===== src/rtl/coproc_arbiter.sv =====
// Two-requester round-robin front end for the matrix coprocessor: grants one
// requester at a time, issues its latched command, waits for cp_ready or timeout.
module coproc_arbiter #(
    parameter int TIMEOUT = 255
) (
    input  logic       clk,
    input  logic       rst,
    input  logic       req0,
    input  logic       req1,
    input  logic [2:0] op0,
    input  logic [2:0] op1,
    input  logic [1:0] size0,
    input  logic [1:0] size1,
    output logic       gnt0,
    output logic       gnt1,
    output logic       done0,
    output logic       done1,
    output logic       ovf_out,
    output logic       err_out,
    output logic       busy,
    output logic       cp_start,
    output logic [2:0] cp_opcode,
    output logic [1:0] cp_msize,
    input  logic       cp_ready,
    input  logic       cp_overflow
);

    typedef enum logic [1:0] {IDLE, ISSUE, WAIT, RESP} state_t;

    typedef struct packed {
        logic [2:0] op;
        logic [1:0] size;
    } cmd_t;

    localparam logic [7:0] TMO_LAST   = 8'(TIMEOUT - 1);
    localparam logic [2:0] OP_ILLEGAL = 3'b111;

    state_t     state, state_nxt;
    cmd_t       cmd;
    logic       owner;
    logic       last;
    logic [7:0] cnt;
    logic       ovf_q;
    logic       err_q;
    logic       pick_valid;
    logic       pick;
    logic       illegal;
    logic       tmo_hit;

    // On a tie the requester not served last wins; a lone request always wins.
    assign pick_valid = req0 | req1;
    assign pick       = (req0 & req1) ? ~last : req1;
    assign illegal    = (cmd.op == OP_ILLEGAL);
    assign tmo_hit    = (cnt == TMO_LAST);

    always_ff @(posedge clk) begin
        if (rst) state <= IDLE;
        else     state <= state_nxt;
    end

    always_comb begin
        state_nxt = IDLE;
        busy      = 1'b0;
        gnt0      = 1'b0;
        gnt1      = 1'b0;
        done0     = 1'b0;
        done1     = 1'b0;
        ovf_out   = 1'b0;
        err_out   = 1'b0;
        cp_start  = 1'b0;
        cp_opcode = cmd.op;
        cp_msize  = cmd.size;
        case (state)
            IDLE:    state_nxt = pick_valid ? ISSUE : IDLE;
            ISSUE: begin
                state_nxt = illegal ? RESP : WAIT;
                cp_start  = ~illegal;
            end
            WAIT:    state_nxt = (cp_ready || tmo_hit) ? RESP : WAIT;
            RESP: begin
                state_nxt = IDLE;
                done0     = ~owner;
                done1     = owner;
                ovf_out   = ovf_q;
                err_out   = err_q;
            end
            default: state_nxt = IDLE;
        endcase
        if (state != IDLE) begin
            busy = 1'b1;
            gnt0 = ~owner;
            gnt1 = owner;
        end
    end

    // last resets to 1 so requester 0 takes the first tie.
    always_ff @(posedge clk) begin
        if (rst) begin
            cmd   <= '0;
            owner <= 1'b0;
            last  <= 1'b1;
            cnt   <= 8'd0;
            ovf_q <= 1'b0;
            err_q <= 1'b0;
        end else begin
            case (state)
                IDLE: begin
                    if (pick_valid) begin
                        owner <= pick;
                        last  <= pick;
                        cmd   <= pick ? {op1, size1} : {op0, size0};
                        ovf_q <= 1'b0;
                        err_q <= 1'b0;
                    end
                end
                ISSUE: begin
                    cnt <= 8'd0;
                    if (illegal) err_q <= 1'b1;
                end
                WAIT: begin
                    cnt <= cnt + 8'd1;
                    if (cp_ready) begin
                        ovf_q <= cp_overflow;
                        err_q <= 1'b0;
                    end else if (tmo_hit) begin
                        ovf_q <= 1'b0;
                        err_q <= 1'b1;
                    end
                end
                default: ;
            endcase
        end
    end

endmodule

===== config.mk =====
export PLATFORM = sky130hd
export DESIGN_NAME = coproc_arbiter
export DESIGN_NICKNAME = d
export VERILOG_FILES = /design/src/rtl/coproc_arbiter.sv
export SDC_FILE = /design/constraint.sdc
export NUM_CORES = 1
export LEC_CHECK = 0
export CORE_MARGIN = 2
export CORE_UTILIZATION = 49
export CTS_CLUSTER_DIAMETER = 40
export CTS_CLUSTER_SIZE = 30
export DETAILED_ROUTE_END_ITERATION = 16
export PLACE_DENSITY_LB_ADDON = 0.25
export RECOVER_POWER = 50
export SLEW_MARGIN = 20
export SYNTH_ARGS = -nofsm -noshare
export SYNTH_HDL_FRONTEND = slang
export SYNTH_SLANG_ARGS = --single-unit

===== constraint.sdc =====
create_clock -name clk -period 4.5 [get_ports clk]
set_clock_uncertainty 0.1 [all_clocks]
set_input_delay 0.675 -clock clk [delete_from_list [all_inputs] [get_ports clk]]
set_output_delay 0.675 -clock clk [all_outputs]
set_load 0.01 [all_outputs]

# Word-level counts from Yosys, hierarchy flattened
# Index checks and enable logic that the tools add are counted.
[totals]
wordCells = 54
memories = 0
ram_bits = 0
regBits = 19
rom_bits = 0
inputBits = 16
latch_bits = 0
[op_classes]
muxes = 23
bitwise_logic = 5
n_reduce_logical = 9
n_shift = 0
n_mul = 0
order_cmp = 0
n_addsub = 1
div = 0
eq_ne = 8
[op_table]
columns = ["op", "n"]
rows = [
  ["$mux 1", 18],
  ["$pmux 8 s2", 1],
  ["$add 8x1->8 const B", 1],
  ["$eq 8x8->1 const B", 1],
  ["$pmux 2 s4", 1],
  ["$reduce_bool 2->1", 3],
  ["$mux 5", 1],
  ["$eq 2x2->1 const B", 2],
  ["$ne 2x2->1 const B", 2],
  ["$reduce_and 4->1", 1],
  ["$eq 3x3->1 const B", 1],
  ["$ne 3x3->1 const B", 1],
  ["$not 1->1", 3],
  ["$pmux 1 s3", 1],
  ["$reduce_and 3->1", 1],
  ["$reduce_bool 3->1", 1],
  ["$eq 2x1->1 const B", 1],
  ["$logic_not 2->1", 1],
  ["$pmux 1 s2", 1],
  ["$reduce_and 2->1", 1],
  ["$and 1x1->1", 1],
  ["$logic_or 1x1->1", 1],
  ["$or 1x1->1", 1],
]

# Depth between registers and ports, before layout
[depth]
ltp_word = 4
depth_mapped = 7

# Worst setup path after synthesis
# OpenSTA, ideal clock, no wires.
[synth_path]
path_type = "register to output"
from = "register state[0]"
to = "output port gnt1"
t_arrival_ps = 915
stages_incl_launch_ff = 5
setup_slack_ps = 2810
cell_sequence = "dfxtp_1 inv_1 ha_1 buf_4 nor2b_1"
[synth_via]
elab_chain_len = 2
[synth_rtl]
columns = ["element", "line", "rtl"]
rows = [
  ["from (decl)", "38", "state_t state, state_nxt;"],
  ["from (signal assigned)", "58", "else state <= state_nxt;"],
  ["$reduce_bool 2->1", "89", "if (state != IDLE) begin"],
  ["$mux 1", "89", ""],
  ["to (decl)", "15", "output logic gnt1,"],
]
# Every way passes these cells.

# Worst setup path after layout
[layout_path]
from = "register state[0]"
to = "output port busy"
[layout_via]
elab_chain_len = 2
[layout_rtl]
columns = ["element", "line", "rtl"]
rows = [
  ["$reduce_bool 2->1", "89", ""],
  ["$mux 1", "89", ""],
  ["to (decl)", "20", "output logic busy,"],
]
# Every way passes these cells.

==> metrics.md <==
| Metric | Value |
|---|---|
| Min setup slack post-route | 1950 ps |
| Min cycle time layout | 2550 ps |
| Sequential area share after synthesis | 39.0% |
| Cells after synthesis | 111 |
| RSZ-0062 raised after global routing | no |
| Final setup TNS | 0 ps |
| Post-CTS Hold Buffers | 0 |
| CP Launch Type | flop |
| First-pass DRT Iterations | 4 |
| Share of layout cells above drive strength 1 | 4.96% |
| Final net count | 164 |
| Register-to-register path setup slack | 2720 ps |
| Root Driver | clkbuf_4 |
| Post-CTS sizing | 0 |
| Final ANT Viol Nets | 0 |
| Path depth of the worst reg2reg path | 3 |
| Pwr per Cell Area | 392 nW/um2 |
| Synthesized flop and latch total | 19 |
| Hold WC Path Type | reg -> reg |
| WL per Instance | 11.8 um |
| Final period utilization | 56.7% |
| Die footprint | 2360 um2 |
| Internal power consumption | 327 uW |
| Reg clk slew, reported paths | 100 ps |
| Ports | 29 |
| Core Rows | 16 |
| DR vias | 885 |
| Worst vdd ir | 269 uV |
| Post-CTS setup buffers | 0 |
| Avg Inst Size Synth | 8.79 um2 |
| Logic pwr share | 41.9% |
| Clock Latency Late Sink | 300 ps |
| Fmax | 392 MHz |
| Final Hold Violating Endpoints | 0 |
| Critical path peak fanout | 10 |
| Syn. warnings | 0 |
| Switching power | 180 uW |
| Total track usage | 18.4% |
| # DRC | 0 |
| Worst-case clock buffer depth | 2 |
| Worst Max-Slew Pin Slew | 1010 ps |
| First-pass GRT wire length | 3450 um |
| Initial drt markers | 24 |
| Die W | 48.6 um |
| Netlist area before placement | 976 um2 |
| Post-synth EDFFs | 0 |
| Routed wire length | 1980 um |
| Post-DP HPWL | 1530 um |
| Total core area | 1920 um2 |
| Setup CP Type | reg -> out |
| Antenna Cells | 0 |
| Area Overhead vs Synth | 32.7% |
| Critical Path End Type | output pin |
| Slew margin rel. | 32.0% |
| Crit Reg-Reg Startpoint | last$_SDFFE_PP1P_ |
| TritonCTS clock tree | done |
| Pin count of the biggest net entering global routing | 15 |
| Fin cells | 168 |
| Synth unique cells | 28 |
| Hold wc startpoint | cnt[7]$_SDFFE_PP0P_ |
| Seq pwr share | 41.3% |
| Initial antenna violation count | 0 |
| Worst slack at placement | 2280 ps |
| Final GP Congestion | 0.804 |
| Hold endpoint | cnt[7]$_SDFFE_PP0P_ |
| Clock power share | 16.8% |
| Worst Path Arrival | 1780 ps |
| Hold path cells | 2 |
| Via density | 5.27 |
| FFs w/ async S/R, synth | 0% |
| Sink Count | 19 |
| # H-tree levels | 1 |
| Sw Share | 35.4% |
| Total grt overflow | 0 |
| Cts bufs inserted | 3 |
| Top_reg_cell synth | dfxtp_1 |
| Chip height | 48.6 um |
| Vias in the first global route | 808 |
| Run status | complete, no violations |
| Cell count after placement | 164 |
| Pins Over Slew Limit | 0 |
| Initial core utilization | 50.8% |
| Port-buffer cells | 28 |
| Final setup viols | 0 |
| Syn_nets | 133 |
| Max-capacitance violation count | 0 |
| Worst R2R End | cp_msize[1]$_SDFFE_PP0P_ |
| Worst Path Required | 3720 ps |
| LEAKAGE | 0.497 nW |
[worst max-delay path by stage]
stage / startpoint / depth (start not counted) / end / slack [ps]
2_1_floorplan: state[0]$_SDFF_PP0_ / 4 / gnt1 / 2810
3_3_place_gp: state[0]$_SDFF_PP0_ / 4 / busy / 2320
3_5_place_dp: state[0]$_SDFF_PP0_ / 4 / busy / 2280
4_1_cts: state[0]$_SDFF_PP0_ / 4 / busy / 1930
5_1_grt: req0 / 4 / cp_msize[1]$_SDFFE_PP0P_ / 1790
6_report: state[0]$_SDFF_PP0_ / 4 / busy / 1950
[cell usage in the layout (no fill, tap or decap), types with 2 or more instances in the layout]
cell type	synthesis	final
clkdlybuf4s50_1	0	26
dfxtp_1	19	19
nor2_1	18	18
a21oi_1	7	7
mux2i_1	6	6
o21ai_0	6	6
ha_1	6	6
inv_1	5	5
a211oi_1	5	5
nand2_1	5	5
and2_1	4	4
xor2_1	4	4
nand3_1	3	3
nor2b_1	3	3
nand4_1	3	3
clkbuf_4	0	3
a31oi_1	2	2
or3_1	2	2
a41oi_1	2	2
dlygate4sd3_1	0	2
[registers in the layout (all words and copies together) (netlist names)]
signal and flops:
cnt 8, cp_opcode 3, cp_msize 2, state 2, err_q 1, last 1, ovf_q 1, owner 1
[per-layer routing]
metal / wire length [um] / track usage, %
met5: 0 / 0
met4: 4 / 2.86
met3: 129 / 5.86
met2: 998 / 33.6
met1: 850 / 21.4
[cell type report]
type,count,area (um2)
Clock inverter,1,5.00
Sequential cell,19,380
Tap cell,27,33.8
Multi-Input combinational cell,85,554
Fill cell,177,627
Clock buffer,3,22.5
Timing Repair Buffer,28,280
Inverter,5,18.8
[through the flow]
step                hold slack [ps]  util [%]  power, mW  cell area (um2)
detailed placement              380      66.5      0.428             1280
CTS                             400      68.0      0.517             1310
finish                          407      67.4      0.507             1290
global placement                365      66.5      0.422             1280
floorplan                       347         -      0.344              976
global route                    448      67.4      0.545             1290
[critical path, cell delays in order, from the launching register on]
cell             delay, ps
dfxtp_1                370
inv_1                   70
ha_1                   320
inv_1                  170
clkdlybuf4s50_1        560
[synth_stat cells (2+ instances only)]
cell type	count	area share [%]
o21ai_0	6	3.1
mux2i_1	6	6.2
nor2_1	18	6.9
nand4_1	3	1.9
xor2_1	4	3.6
a31oi_1	2	1.3
nand3_1	3	1.5
nor2b_1	3	1.9
inv_1	5	1.9
or3_1	2	1.3
a211oi_1	5	3.8
a41oi_1	2	1.8
nand2_1	5	1.9
a21oi_1	7	3.6
dfxtp_1	19	39
and2_1	4	2.6
ha_1	6	7.7
[cells by family after synthesis]
logic type	Yosys count	share of synthesized area, %
DFF	19	39.0
and+or+nand+nor	43	22.4
buffers and inverters	7	3.08
adders and majority gates	6	7.69
AOI/OAI and AO/OA	26	18.1
xor gates and xnor gates	4	3.59
muxes	6	6.15
[power by group through the flow]
stage,Sequential [mW],Combinational [mW],Clock (mW)
2_1_floorplan,0.217,0.127,0
3_3_place_gp,0.213,0.209,0
3_5_place_dp,0.214,0.214,0
4_1_cts,0.211,0.215,0.0911
5_1_grt,0.213,0.236,0.0965
6_report,0.209,0.212,0.0853
No activity file was read; power rests on OpenSTA's default activity.
